### config.mk
export PLATFORM = sky130hd
export DESIGN_NAME = pwm_duty_decoder_flat
export DESIGN_NICKNAME = d
export VERILOG_FILES = /design/src/rtl/pwm_link_pkg.sv /design/src/rtl/pwm_duty_decoder_if.sv /design/src/rtl/pwm_edge_sync.sv /design/src/rtl/pwm_duty_decoder.sv /design/src/flat_wrapper.sv
export SDC_FILE = /design/constraint.sdc
export NUM_CORES = 1
export LEC_CHECK = 0
export BUFFER_PORTS_ARGS = -buffer_cell sky130_fd_sc_hd__buf_4
export CAP_MARGIN = 20
export CORE_MARGIN = 3
export CORE_UTILIZATION = 45
export CTS_CLUSTER_DIAMETER = 200
export DETAILED_ROUTE_END_ITERATION = 12
export GPL_TIMING_DRIVEN = 0
export PLACE_DENSITY = 0.64
export RECOVER_POWER = 100
export SKIP_LAST_GASP = 1
export SYNTH_ARGS = -nofsm -noshare
export SYNTH_HDL_FRONTEND = slang
export SYNTH_SLANG_ARGS = --single-unit
### constraint.sdc
create_clock -name CLOCK_50 -period 2.8 [get_ports CLOCK_50]
set_input_delay 0.56 -clock CLOCK_50 [delete_from_list [all_inputs] [get_ports CLOCK_50]]
set_output_delay 0.56 -clock CLOCK_50 [all_outputs]
set_load 0.1 [all_outputs]
### src/rtl/pwm_link_pkg.sv
// Shared definitions for the PWM link: FSM states, default frame timing and code width.
package pwm_link_pkg;

    typedef enum logic {
        IDLE    = 1'b0,
        MEASURE = 1'b1
    } pwm_state_e;

    localparam int PWM_PERIOD_DEF = 256;
    localparam int PWM_TOL_DEF    = 4;
    localparam int PWM_CODE_W     = 8;

endpackage

### src/rtl/pwm_duty_decoder_if.sv
// Decoded-duty result bus: code, strobe and link status flags.
interface pwm_duty_decoder_if;
    import pwm_link_pkg::*;

    logic [PWM_CODE_W-1:0] duty_out;
    logic                  duty_valid;
    logic                  period_err;
    logic                  locked;

    modport master (output duty_out, duty_valid, period_err, locked);
    modport slave  (input  duty_out, duty_valid, period_err, locked);

endinterface

### src/rtl/pwm_edge_sync.sv
// Brings the asynchronous PWM input into the CLOCK_50 domain and flags its rising edges.
module pwm_edge_sync #(
    parameter int SYNC_STAGES = 2
) (
    input  logic CLOCK_50,
    input  logic rst,
    input  logic pwm_in,
    output logic pwm_s,
    output logic rise
);

    logic [SYNC_STAGES-1:0] sync_q, sync_d;
    logic                   pwm_s_dly_q, pwm_s_dly_d;

    always_comb begin
        sync_d      = {sync_q[SYNC_STAGES-2:0], pwm_in};
        pwm_s_dly_d = sync_q[SYNC_STAGES-1];
    end

    always_ff @(posedge CLOCK_50 or negedge rst) begin
        if (!rst) begin
            sync_q      <= '0;
            pwm_s_dly_q <= 1'b0;
        end else begin
            sync_q      <= sync_d;
            pwm_s_dly_q <= pwm_s_dly_d;
        end
    end

    assign pwm_s = sync_q[SYNC_STAGES-1];
    assign rise  = pwm_s & ~pwm_s_dly_q;

endmodule

### src/rtl/pwm_duty_decoder.sv
// PWM receive end: measures high time per frame and reports it as an 8-bit duty code.
// Optional build macro AVG_EN smooths reported codes with a 4-entry moving average.
module pwm_duty_decoder
    import pwm_link_pkg::*;
#(
    parameter int PERIOD      = PWM_PERIOD_DEF,
    parameter int TOL         = PWM_TOL_DEF,
    parameter int SYNC_STAGES = 2
) (
    input  logic               CLOCK_50,
    input  logic               rst,
    input  logic               pwm_in,
    pwm_duty_decoder_if.master dec
);

    localparam int CNT_W = $clog2(2 * PERIOD);
    localparam logic [CNT_W-1:0] CNT_MAX      = CNT_W'(2 * PERIOD - 1);
    localparam logic [CNT_W-1:0] TIMEOUT_LAST = CNT_W'(PERIOD + TOL - 1);
    localparam logic [CNT_W:0]   LEN_MIN      = (CNT_W + 1)'(PERIOD - TOL);
    localparam logic [CNT_W:0]   LEN_MAX      = (CNT_W + 1)'(PERIOD + TOL);

    function automatic logic [CNT_W-1:0] sat_inc(input logic [CNT_W-1:0] v);
        return (v == CNT_MAX) ? v : v + 1'b1;
    endfunction

    // Only one of the two shifts is non-zero for any power-of-2 PERIOD.
    function automatic logic [PWM_CODE_W-1:0] scale_code(input logic [CNT_W-1:0] cnt);
        int unsigned v;
        v = 32'(cnt);
        v = v >> $clog2(PERIOD / 256);
        v = v << $clog2(256 / PERIOD);
        if (v > 255) v = 255;
        return v[PWM_CODE_W-1:0];
    endfunction

    logic pwm_s, rise;

    pwm_edge_sync #(.SYNC_STAGES(SYNC_STAGES)) u_sync (
        .CLOCK_50 (CLOCK_50),
        .rst      (rst),
        .pwm_in   (pwm_in),
        .pwm_s    (pwm_s),
        .rise     (rise)
    );

    pwm_state_e            state_q, state_d;
    logic [CNT_W-1:0]      period_cnt_q, period_cnt_d;
    logic [CNT_W-1:0]      high_cnt_q, high_cnt_d;
    logic [PWM_CODE_W-1:0] duty_q, duty_d;
    logic                  valid_q, valid_d;
    logic                  err_q, err_d;
    logic                  locked_q, locked_d;
    logic                  strobe;
    logic [PWM_CODE_W-1:0] new_code, out_code;
    logic [CNT_W:0]        frame_len;
    logic                  frame_ok;

    assign frame_len = {1'b0, period_cnt_q} + 1'b1;
    assign frame_ok  = (frame_len >= LEN_MIN) && (frame_len <= LEN_MAX);

    // A restart counts the current cycle as the first of the new frame, hence high_cnt seeds from pwm_s.
    always_comb begin
        state_d      = state_q;
        period_cnt_d = period_cnt_q;
        high_cnt_d   = high_cnt_q;
        err_d        = err_q;
        locked_d     = locked_q;
        strobe       = 1'b0;
        new_code     = '0;
        unique case (state_q)
            IDLE: begin
                if (rise) begin
                    state_d      = MEASURE;
                    period_cnt_d = '0;
                    high_cnt_d   = CNT_W'(pwm_s);
                end
            end
            MEASURE: begin
                if (rise) begin
                    if (frame_ok) begin
                        strobe   = 1'b1;
                        new_code = scale_code(high_cnt_q);
                        locked_d = 1'b1;
                        err_d    = 1'b0;
                    end else begin
                        err_d    = 1'b1;
                    end
                    period_cnt_d = '0;
                    high_cnt_d   = CNT_W'(pwm_s);
                end else if (period_cnt_q >= TIMEOUT_LAST) begin
                    strobe       = 1'b1;
                    new_code     = {PWM_CODE_W{pwm_s}};
                    locked_d     = 1'b0;
                    period_cnt_d = '0;
                    high_cnt_d   = CNT_W'(pwm_s);
                end else begin
                    period_cnt_d = sat_inc(period_cnt_q);
                    high_cnt_d   = pwm_s ? sat_inc(high_cnt_q) : high_cnt_q;
                end
            end
            default: state_d = IDLE;
        endcase
    end

`ifdef AVG_EN
    logic [2:0][PWM_CODE_W-1:0] hist_q, hist_d;
    logic [PWM_CODE_W+1:0]      avg_sum;

    always_comb begin
        avg_sum = {2'b00, new_code} + {2'b00, hist_q[0]} + {2'b00, hist_q[1]} + {2'b00, hist_q[2]};
        hist_d  = hist_q;
        if (strobe) begin
            hist_d = {hist_q[1], hist_q[0], new_code};
        end
    end

    always_ff @(posedge CLOCK_50 or negedge rst) begin
        if (!rst) hist_q <= '0;
        else      hist_q <= hist_d;
    end

    assign out_code = avg_sum[PWM_CODE_W+1:2];
`else
    assign out_code = new_code;
`endif

    always_comb begin
        duty_d  = strobe ? out_code : duty_q;
        valid_d = strobe;
    end

    always_ff @(posedge CLOCK_50 or negedge rst) begin
        if (!rst) begin
            state_q      <= IDLE;
            period_cnt_q <= '0;
            high_cnt_q   <= '0;
            duty_q       <= '0;
            valid_q      <= 1'b0;
            err_q        <= 1'b0;
            locked_q     <= 1'b0;
        end else begin
            state_q      <= state_d;
            period_cnt_q <= period_cnt_d;
            high_cnt_q   <= high_cnt_d;
            duty_q       <= duty_d;
            valid_q      <= valid_d;
            err_q        <= err_d;
            locked_q     <= locked_d;
        end
    end

    assign dec.duty_out   = duty_q;
    assign dec.duty_valid = valid_q;
    assign dec.period_err = err_q;
    assign dec.locked     = locked_q;

endmodule

### src/flat_wrapper.sv
// flat-port wrapper written by rule: the top's interface ports become plain ports
module pwm_duty_decoder_flat import pwm_link_pkg::*;
#(
    parameter int PERIOD      = PWM_PERIOD_DEF,
    parameter int TOL         = PWM_TOL_DEF,
    parameter int SYNC_STAGES = 2
)
  (CLOCK_50, rst, pwm_in, dec_duty_out, dec_duty_valid, dec_period_err, dec_locked);
  pwm_duty_decoder_if dec_i ();
  input  logic CLOCK_50;
  input  logic rst;
  input  logic pwm_in;
  output wire logic [$bits(dec_i.duty_out)-1:0] dec_duty_out;
  output wire logic [$bits(dec_i.duty_valid)-1:0] dec_duty_valid;
  output wire logic [$bits(dec_i.period_err)-1:0] dec_period_err;
  output wire logic [$bits(dec_i.locked)-1:0] dec_locked;
  assign dec_duty_out = dec_i.duty_out;
  assign dec_duty_valid = dec_i.duty_valid;
  assign dec_period_err = dec_i.period_err;
  assign dec_locked = dec_i.locked;
  pwm_duty_decoder #(.PERIOD(PERIOD), .TOL(TOL), .SYNC_STAGES(SYNC_STAGES)) u_core (.CLOCK_50(CLOCK_50), .rst(rst), .pwm_in(pwm_in), .dec(dec_i));
endmodule
======== Word-level counts from Yosys, hierarchy flattened ========
Index checks and enable logic that the tools add are counted.
storage, ports and cells
  flip-flop bits (word level) ............. 33
  input bits .............................. 3
  output and inout port bits .............. 11
  word-level logic and storage cells ...... 58
operators by class
  add/subtract/negate cells ............... 3
  magnitude comparators ................... 4
  eq/ne operators ......................... 7
  muxes and demuxes ....................... 26
  bitwise operators ....................... 3
  reduce and logical (&&, ||, !) cells .... 6
operators with widths
  cell                  number
  $mux 9                9
  $mux 8                5
  $pmux 9 s2            2
  $add 9x1->9 const B   2
  $eq 9x9->1 const B    2
  $ne 4x3->1 const B    3
  $add 9x1->10 const B  1
  $ge 10x8->1 const B   1
  $le 10x9->1 const B   1
  $mux 1                10
  $ge 9x9->1 const B    1
  $gt 9x8->1 const B    1
  $reduce_and 3->1      2
  $reduce_and 2->1      2
  $ne 2x1->1 const B    1
  $ne 2x2->1 const B    1
  $not 1->1             2
  $reduce_bool 2->1     1
  $and 1x1->1           1
  $logic_and 1x1->1     1

======== Logic depth before layout (Yosys ltp) ========
Gate-level depths: netlist (run 1).
  word-level depth ........................ 6
  mapped depth ............................ 10
  mapped depth without buffers ............ 10

======== Cells and area by module ========
From an unflattened synthesis (run 1), not the netlist that was laid out.
second synthesis, totals
  cell total of the unflattened synthesis .. 205
  area total of the unflattened synthesis .. 1898.1 um^2
by module, submodules not included
  module            instances  cells an instance  area each (um^2)  sequential area each (um^2)
  pwm_duty_decoder  1          201                1809.2            750.7
  pwm_edge_sync     1          4                  88.8              75.1

======== Worst setup path after synthesis (run 1) ========
OpenSTA, ideal clock, no wires.
  path type ............................... register to register
  start ................................... register u_core.period_cnt_q[0]
  end ..................................... register u_core.duty_q[0], in the netlist u_core.dec.duty_out[0]
  setup time .............................. 123 ps
  arrival time ............................ 2325 ps
  required time ........................... 2677 ps
  path slack .............................. 352 ps
  stages on the path, launching flop included .. 11
  buffers on the path ..................... 2
  clock period less this slack ............ 2448 ps
  cell sequence ........................... dfrtp_1 > ha_1 > clkbuf_1 > nand2_1 > nor2_1 > ha_1 > a21boi_0 > and4b_4 > or3_1 > buf_6 > a32o_1
on the way
  longest elaborated chain between the ends .. 6
  elaborated cells between the ends (all ways) .. 13
  those cells by class .................... 1 x add/sub; 3 x order compare; 8 x mux; 1 x reduce/logical
ends and longest elaborated chain
  item                                        RTL line                 text
  from (decl)                                 pwm_duty_decoder.sv:47   logic [CNT_W-1:0] period_cnt_q, period_cnt_d;
  from (signal assigned)                      pwm_duty_decoder.sv:143  period_cnt_q <= period_cnt_d;
  $add 9x1->10                                pwm_duty_decoder.sv:58   assign frame_len = {1'b0, period_cnt_q} + 1'b1;
  $ge 10x8->1 or $le 10x9->1 (tied branches)  pwm_duty_decoder.sv:59   assign frame_ok = (frame_len >= LEN_MIN) && (frame_len <= LEN_MAX);
  $logic_and 1x1->1                           pwm_duty_decoder.sv:59
  $mux 8 or $mux 1 (tied branches)            pwm_duty_decoder.sv:80   if (frame_ok) begin
  $mux 8 or $mux 1 (tied branches)            pwm_duty_decoder.sv:79   if (rise) begin
  $mux 8 or $mux 1 (tied branches)            pwm_duty_decoder.sv:70   unique case (state_q)
  to (signal assigned)                        pwm_duty_decoder.sv:145  duty_q <= duty_d;
  to (decl)                                   pwm_duty_decoder.sv:49   logic [PWM_CODE_W-1:0] duty_q, duty_d;
Several ways; a longest one is shown, not always the timed one.
A chain may end at the register's enable or synchronous reset.

======== Worst setup path after layout (run 1) ========
  start ................................... register u_core.period_cnt_q[0]
  end ..................................... register u_core.duty_q[4], in the netlist u_core.dec.duty_out[4]
Same word-level chain as after synthesis.

==> flow_metrics.py, run 1 <==
metrics = {
    "synth": {
        "yosys-top-cells-area": "dfrtp_1 (44%), o21ai_0 (6.2%), a32o_1 (4.8%), ha_1 (4.0%), nand2_1 (3.8%)",
        "syn_avg_cell_area_um2": 9.151,
        "synth-edff-count": 0,
        "syn-cell-area_um2": 1867,
        "synth-warning-count": 0,
        "yosysSeqAreaShare": 0.4424,
        "synth_nets": 213,
        "yosys.area.top_type": "dfrtp_1",
        "ys_types": 40,
        "synth-seq-cells": 33,
        "asyncSetResetFlopFracSynth": 1.000,
        "synthCells": 204,
        "synth_top_area_share": 0.4424,
        "synthFlopType": "dfrtp_1",
    },
    "layout": {
        "stdcell_area_um2": 2088,
        "area_growth_syn_to_layout_pct": 11.86,
        "n_antenna_cell": 0,
        "fin_util": 0.5458,
        "nets": 232,
        "drive_above_1_share": 0.08036,
    },
    "clocking": {
        "cts_tree": "yes",
        "cts_setup_buffers": 0,
        "numCtsBuffers": 5,
        "root_buffer": "clkbuf_8",
        "clk_pin_slew_ns": 0.07,
        "hold_buffers": 0,
        "cts_buffer_depth": 2,
        "htreeDepth": 2,
        "clkLatencyLatePin_ns": 0.29,
        "cts_sinks": 33,
    },
    "drt": {
        "vias": 1590,
        "first_pass_iters": 4,
        "viasPerCell": 5.846,
        "drt_iter0_markers": 126,
        "wl_per_cell_um": 15.13,
        "drt.antenna.violating_nets": 0,
        "drc": 0,
        "wirelength_um": 4116,
    },
    "setup_path": {
        "path_max_fanout": 10,
        "cp_data_required_time_ns": 2.97,
        "start_kind": "register",
        "arrival_ns": 2.83,
        "path_cells": "ha_1 -> nand2_1 -> nor2_1 -> ha_1 -> a21boi_0 -> and4b_4 -> or3_1 -> buf_4 -> a32o_1",
        "crit_slowest_cell": "dfrtp_1",
        "endpoint_kind": "register",
        "path_class": "register to register",
        "slowest_delay_ns": 0.45,
        "worst_path_most_repeated_cell": "ha_1",
        "r2r-start": "u_core.period_cnt_q[0]",
        "crit_start": "u_core.period_cnt_q[0]",
    },
    "sta": {
        "setup_viol_count_final": 0,
        "hold_viol": 0,
        "max_slew_margin": -0.1648,
        "tightest_slew_ns": 1.747,
        "timing.final.ws_setup_ns": 0.1440,
        "hold-worst-slack_ns": 0.3520,
        "fin_skew_ns": 0.007941,
        "fin_crit_ns": 2.656,
        "rsz0062_at_grt": "false",
        "min_period_over_period": 0.9486,
        "fmax_ghz": 0.3765,
        "slew_violations": 34,
    },
    "placement": {
        "port_buffers": 13,
        "dp_slack_ns": -0.01663,
        "post_dp_cell_area_um2": 2024,
        "dp_hpwl_um": 3034,
        "gp_congestion": 0.9386,
    },
    "hold_path": {
        "hp-class": "register to register",
        "min_from": "u_core.u_sync.sync_q[0]",
    },
    "outcome": {
        "violations": "capacitance limit, slew limit",
        "outcome": "finished with violations",
    },
    "global_routing": {
        "grt_start_max_net_pins": 34,
        "grt_first_pass_wirelength_um": 7245,
        "antenna_found_initial": 0,
        "overflow": 0,
        "grt_usage": 0.1803,
        "grt_pass1_vias": 1531,
    },
    "pwr": {
        "ir_worst_vdd_uv": 391.7,
        "power_w": 0.001485,
        "power.density_nw_per_um2": 711.2,
        "power.leakage_nw": 0.8952,
    },
    "floorplan": {
        "core_um2": 3826,
        "die_w_um": 70.41,
        "io-pin-count": 14,
        "row_count": 22,
        "dieArea_um2": 4958,
        "die_h_um": 70.41,
        "initial_utilization": 0.4879,
    },
    "flow_run": {
        "drv_cap": 1,
    },
}
-- cell families (layout without fill, tap and decap cells) --
family / after synthesis / in the layout / share of synthesized area
AOI/OAI and AO/OA: 58 / 58 / 0.2105
xor gates and xnor gates: 6 / 6 / 0.02816
adders and majority gates: 7 / 7 / 0.04558
buffers and inverters: 18 / 38 / 0.04357
DFF: 33 / 33 / 0.4424
and+or+nand+nor: 82 / 82 / 0.2299
-- power breakdown --
part           total, W  switching [W]  internal [W]
combinational  0.000480       0.000357      0.000123
clock          0.000391       0.000169      0.000222
sequential     0.000614      0.0000680      0.000546
-- cell usage in the layout, fill, tap and decap left out, types with 5 or more instances in the layout --
cell type	Yosys	routed
clkbuf_1	6	17
clkbuf_8	0	7
and3_1	5	5
o21ai_0	23	23
nor2_1	15	15
nand2_1	19	19
a32o_1	9	9
dfrtp_1	33	33
nand2b_1	8	8
or3_1	8	8
inv_1	8	8
nand3_1	10	10
ha_1	6	6
a21oi_1	7	7
-- sequential cells by signal, indices dropped and copies added, names as in the netlist --
name	cells
u_core.dec.duty_valid	1
u_core.high_cnt_q	9
u_core.period_cnt_q	9
u_core.dec.locked	1
u_core.dec.period_err	1
u_core.u_sync.pwm_s_dly_q	1
u_core.state_q	1
u_core.dec.duty_out	8
u_core.u_sync.sync_q	2
-- critical path, delay by kind of cell (launching register included) --
family                     cells  cell delay [ns]
AOI/OAI and AO/OA              2             0.36
adders and majority gates      2             0.68
buffers and inverters          1             0.17
DFF                            1             0.45
and+or+nand+nor                4             0.87
-- timing repair --
| item | in CTS | in global routing |
|---|---|---|
| resized for setup | 1 | 1 |
| setup endpoints to repair | 8 | 15 |
| pin swaps | 0 | 0 |
-- metrics by stage --
step / instances / TNS (ns)
final: 272 / 0
after global placement: 265 / 0
after global routing: 272 / 0
after floorplan: 204 / 0
after detailed placement: 265 / -0.06600
after CTS: 273 / 0
-- layout make-up --
| type | count | area [µm²] |
|---|---|---|
| plain buffers | 9 | 43.79 |
| clock buffers | 7 | 96.34 |
| clock inverters | 1 | 5.005 |
| fillers | 350 | 1738 |
| inverters | 8 | 30.03 |
| multi-input cells | 153 | 974.7 |
| flip-flops and latches | 33 | 825.8 |
| well taps | 48 | 60.06 |
| repair buffers | 13 | 52.55 |
-- final timing paths --
kind                       slack (ns)                 endpoint  cells past startpoint
setup / recovery                 0.14   u_core.dec.duty_out[4]                      9
hold / removal                   0.35  u_core.u_sync.sync_q[1]                      0
setup reg to reg                 0.14   u_core.dec.duty_out[4]                      9
hold reg to reg                  0.35  u_core.u_sync.sync_q[1]                      0
max in group asynchronous        1.05   u_core.period_cnt_q[5]                      1
min in group asynchronous        0.73   u_core.period_cnt_q[4]                      1
-- cells in the mapped netlist (4+ instances only) --
| cell | count |
|---|---|
| a21oi_1 | 7 |
| a32o_1 | 9 |
| and3_1 | 5 |
| clkbuf_1 | 6 |
| dfrtp_1 | 33 |
| ha_1 | 6 |
| inv_1 | 8 |
| nand2_1 | 19 |
| nand2b_1 | 8 |
| nand3_1 | 10 |
| nor2_1 | 15 |
| nor2b_1 | 4 |
| o21ai_0 | 23 |
| o31ai_1 | 4 |
| or3_1 | 8 |
-- per-layer routing --
layer / vias up / global-route usage / wire length, µm
met5: - / 0 / 0
met4: 0 / 0.03830 / 10
met3: 2 / 0.05324 / 245
met2: 41 / 0.2620 / 1805
met1: 760 / 0.2643 / 2055
li1: 787 / - / -
No activity file was read; power rests on OpenSTA's default activity.
==> inputs of run 2 (changes only) <==
--- a/config.mk
+++ b/config.mk
@@ -7,6 +7,7 @@
 export LEC_CHECK = 0
 export BUFFER_PORTS_ARGS = -buffer_cell sky130_fd_sc_hd__buf_4
 export CAP_MARGIN = 20
+export CORE_ASPECT_RATIO = 1.75
 export CORE_MARGIN = 3
 export CORE_UTILIZATION = 45
 export CTS_CLUSTER_DIAMETER = 200
==> run 2 against run 1 <==
  * The run still ends with capacitance limit, slew limit left
  * Final cell count down 0.37%
  * Flip-flop and latch count unchanged
  * Power down 2.0%
  * Combinational power up 3%
  * Clock skew down 0.0019 ns
  * First-iteration DRC count down 63%
  * Routed wire length up 9.8%
  * Register-to-register slack better by 0.11 ns
  * Maximum frequency up 4.2%
  * Count of clock-buffer cells in the layout down 1
  * Critical path depth down 1
==> flow_metrics.py, run 2 (synthesized netlist as in run 1, its figures left out) <==
metrics = {
    "clocking": {
        "cts_sinks": 33,
        "post_cts_resized": 1,
        "hold_buffers": 0,
        "root_buffer": "clkbuf_8",
        "cts_setup_buffers": 0,
        "numCtsBuffers": 5,
        "clkLatencyLatePin_ns": 0.28,
        "cts_buffer_depth": 2,
        "htreeDepth": 2,
        "cts_tree": "yes",
        "clk_pin_slew_ns": 0.07,
    },
    "placement": {
        "dp_slack_ns": -0.09981,
        "dp_hpwl_um": 3313,
        "port_buffers": 13,
        "gp_congestion": 0.9535,
        "place_inst": 265,
    },
    "setup_path": {
        "arrival_ns": 2.76,
        "path_class": "register to register",
        "r2r_slack_ns": 0.25,
        "path_max_fanout": 10,
        "crit_start": "u_core.period_cnt_q[0]",
        "r2r-start": "u_core.period_cnt_q[0]",
        "r2r-end": "u_core.dec.duty_out[2]",
        "endpoint_kind": "register",
        "critPathCapture": "u_core.dec.duty_out[2]",
        "reg2reg_depth": 8,
        "start_kind": "register",
        "cp_data_required_time_ns": 3.01,
    },
    "drt": {
        "met2WireLength_um": 2477,
        "drc": 0,
        "drt.antenna.violating_nets": 0,
        "top_layer": "met4",
        "drt_iter0_markers": 46,
        "wl_met3_um": 160,
        "viasPerCell": 6.114,
        "wirelength_um": 4520,
        "wl_met1_um": 1735,
        "vias": 1657,
        "first_pass_iters": 4,
        "wl_per_cell_um": 16.68,
    },
    "global_routing": {
        "grt_pass1_vias": 1618,
        "overflow": 0,
        "antenna_found_initial": 0,
        "grt_first_pass_wirelength_um": 7314,
        "grt_usage": 0.1987,
        "grt_start_max_net_pins": 34,
    },
    "sta": {
        "fmax_ghz": 0.3921,
        "slew_violations": 34,
        "min_period_over_period": 0.9108,
        "setup_viol_count_final": 0,
        "max_slew_margin": -0.1681,
        "fin_crit_ns": 2.550,
        "hold-worst-slack_ns": 0.3482,
        "rsz0062_at_grt": "false",
        "hold_viol": 0,
        "timing.final.ws_setup_ns": 0.2498,
        "tightest_slew_ns": 1.752,
        "fin_skew_ns": 0.006010,
    },
    "layout": {
        "nets": 231,
        "final_cells": 271,
        "layout_common_cells": "dfrtp_1 (33), o21ai_0 (23), nand2_1 (19), clkbuf_1 (17), nor2_1 (15)",
        "drive_above_1_share": 0.07623,
        "n_antenna_cell": 0,
        "area_growth_syn_to_layout_pct": 10.52,
        "n_fill_cell": 388,
        "final_common_cell": "dfrtp_1",
    },
    "floorplan": {
        "core_um2": 3941,
        "die_w_um": 54.69,
        "die_h_um": 91.21,
        "row_count": 30,
        "initial_utilization": 0.4737,
        "dieArea_um2": 4988,
        "io-pin-count": 14,
    },
    "pwr": {
        "power.leakage_nw": 0.8834,
        "power.density_nw_per_um2": 705.3,
        "ir_worst_vdd_uv": 501.9,
        "power_w": 0.001455,
    },
    "hold_path": {
        "hp-class": "register to register",
    },
    "outcome": {
        "outcome": "finished with violations",
        "violations": "capacitance limit, slew limit",
    },
    "flow_run": {
        "drv_cap": 1,
    },
}
## run 2: cell count changes in the layout (fill, tap and decap cells not counted), sizes merged
cell and delta:
clkinv +1, clkbuf -2
## run 2: cell type report
cell class | count | area, µm² | area share
plain buffers | 8 | 43.79 | 0.02122
clock buffers | 6 | 72.57 | 0.03517
clock inverters | 2 | 10.01 | 0.004851
inverters | 8 | 30.03 | 0.01455
multi-input cells | 153 | 968.4 | 0.4694
flip-flops and latches | 33 | 825.8 | 0.4002
well taps | 48 | 60.06 | 0.02911
repair buffers | 13 | 52.55 | 0.02547
## run 2: per-layer routing
layer	vias up	GRT usage
met5	-	0
met4	0	0.1019
met3	17	0.03120
met2	64	0.3508
met1	795	0.2095
li1	781	-
## run 2: worst min path at each step
stage                                 start                       to  depth (start not counted)
floorplan                               rst   u_core.dec.duty_out[0]                          0
global placement    u_core.u_sync.sync_q[0]  u_core.u_sync.sync_q[1]                          0
finish              u_core.u_sync.sync_q[0]  u_core.u_sync.sync_q[1]                          0
CTS                                     rst     u_core.high_cnt_q[6]                          1
global route        u_core.u_sync.sync_q[0]  u_core.u_sync.sync_q[1]                          0
detailed placement  u_core.u_sync.sync_q[0]  u_core.u_sync.sync_q[1]                          0
## run 2: stage by stage
| step | area (µm²) | util | TNS [ns] |
|---|---|---|---|
| after global placement | 2024 | 0.5137 | 0 |
| final | 2063 | 0.5235 | 0 |
| after CTS | 2113 | 0.5362 | 0 |
| after floorplan | 1867 | - | 0 |
| after detailed placement | 2024 | 0.5137 | -0.7403 |
| after global routing | 2063 | 0.5235 | 0 |
## run 2: where the power goes
part,internal (W),switching (W),leakage (nW)
sequential,0.000546,0.0000725,0.416
clock,0.000172,0.000171,0.0450
combinational,0.000126,0.000368,0.422
## run 2: worst max-delay path, stage by stage (launching register included)
cell,delay [ns]
dfrtp_1,0.46
ha_2,0.35
nand2_1,0.12
nor2_1,0.13
ha_1,0.26
a21boi_0,0.14
and4b_4,0.22
o31ai_2,0.59
a32o_1,0.22
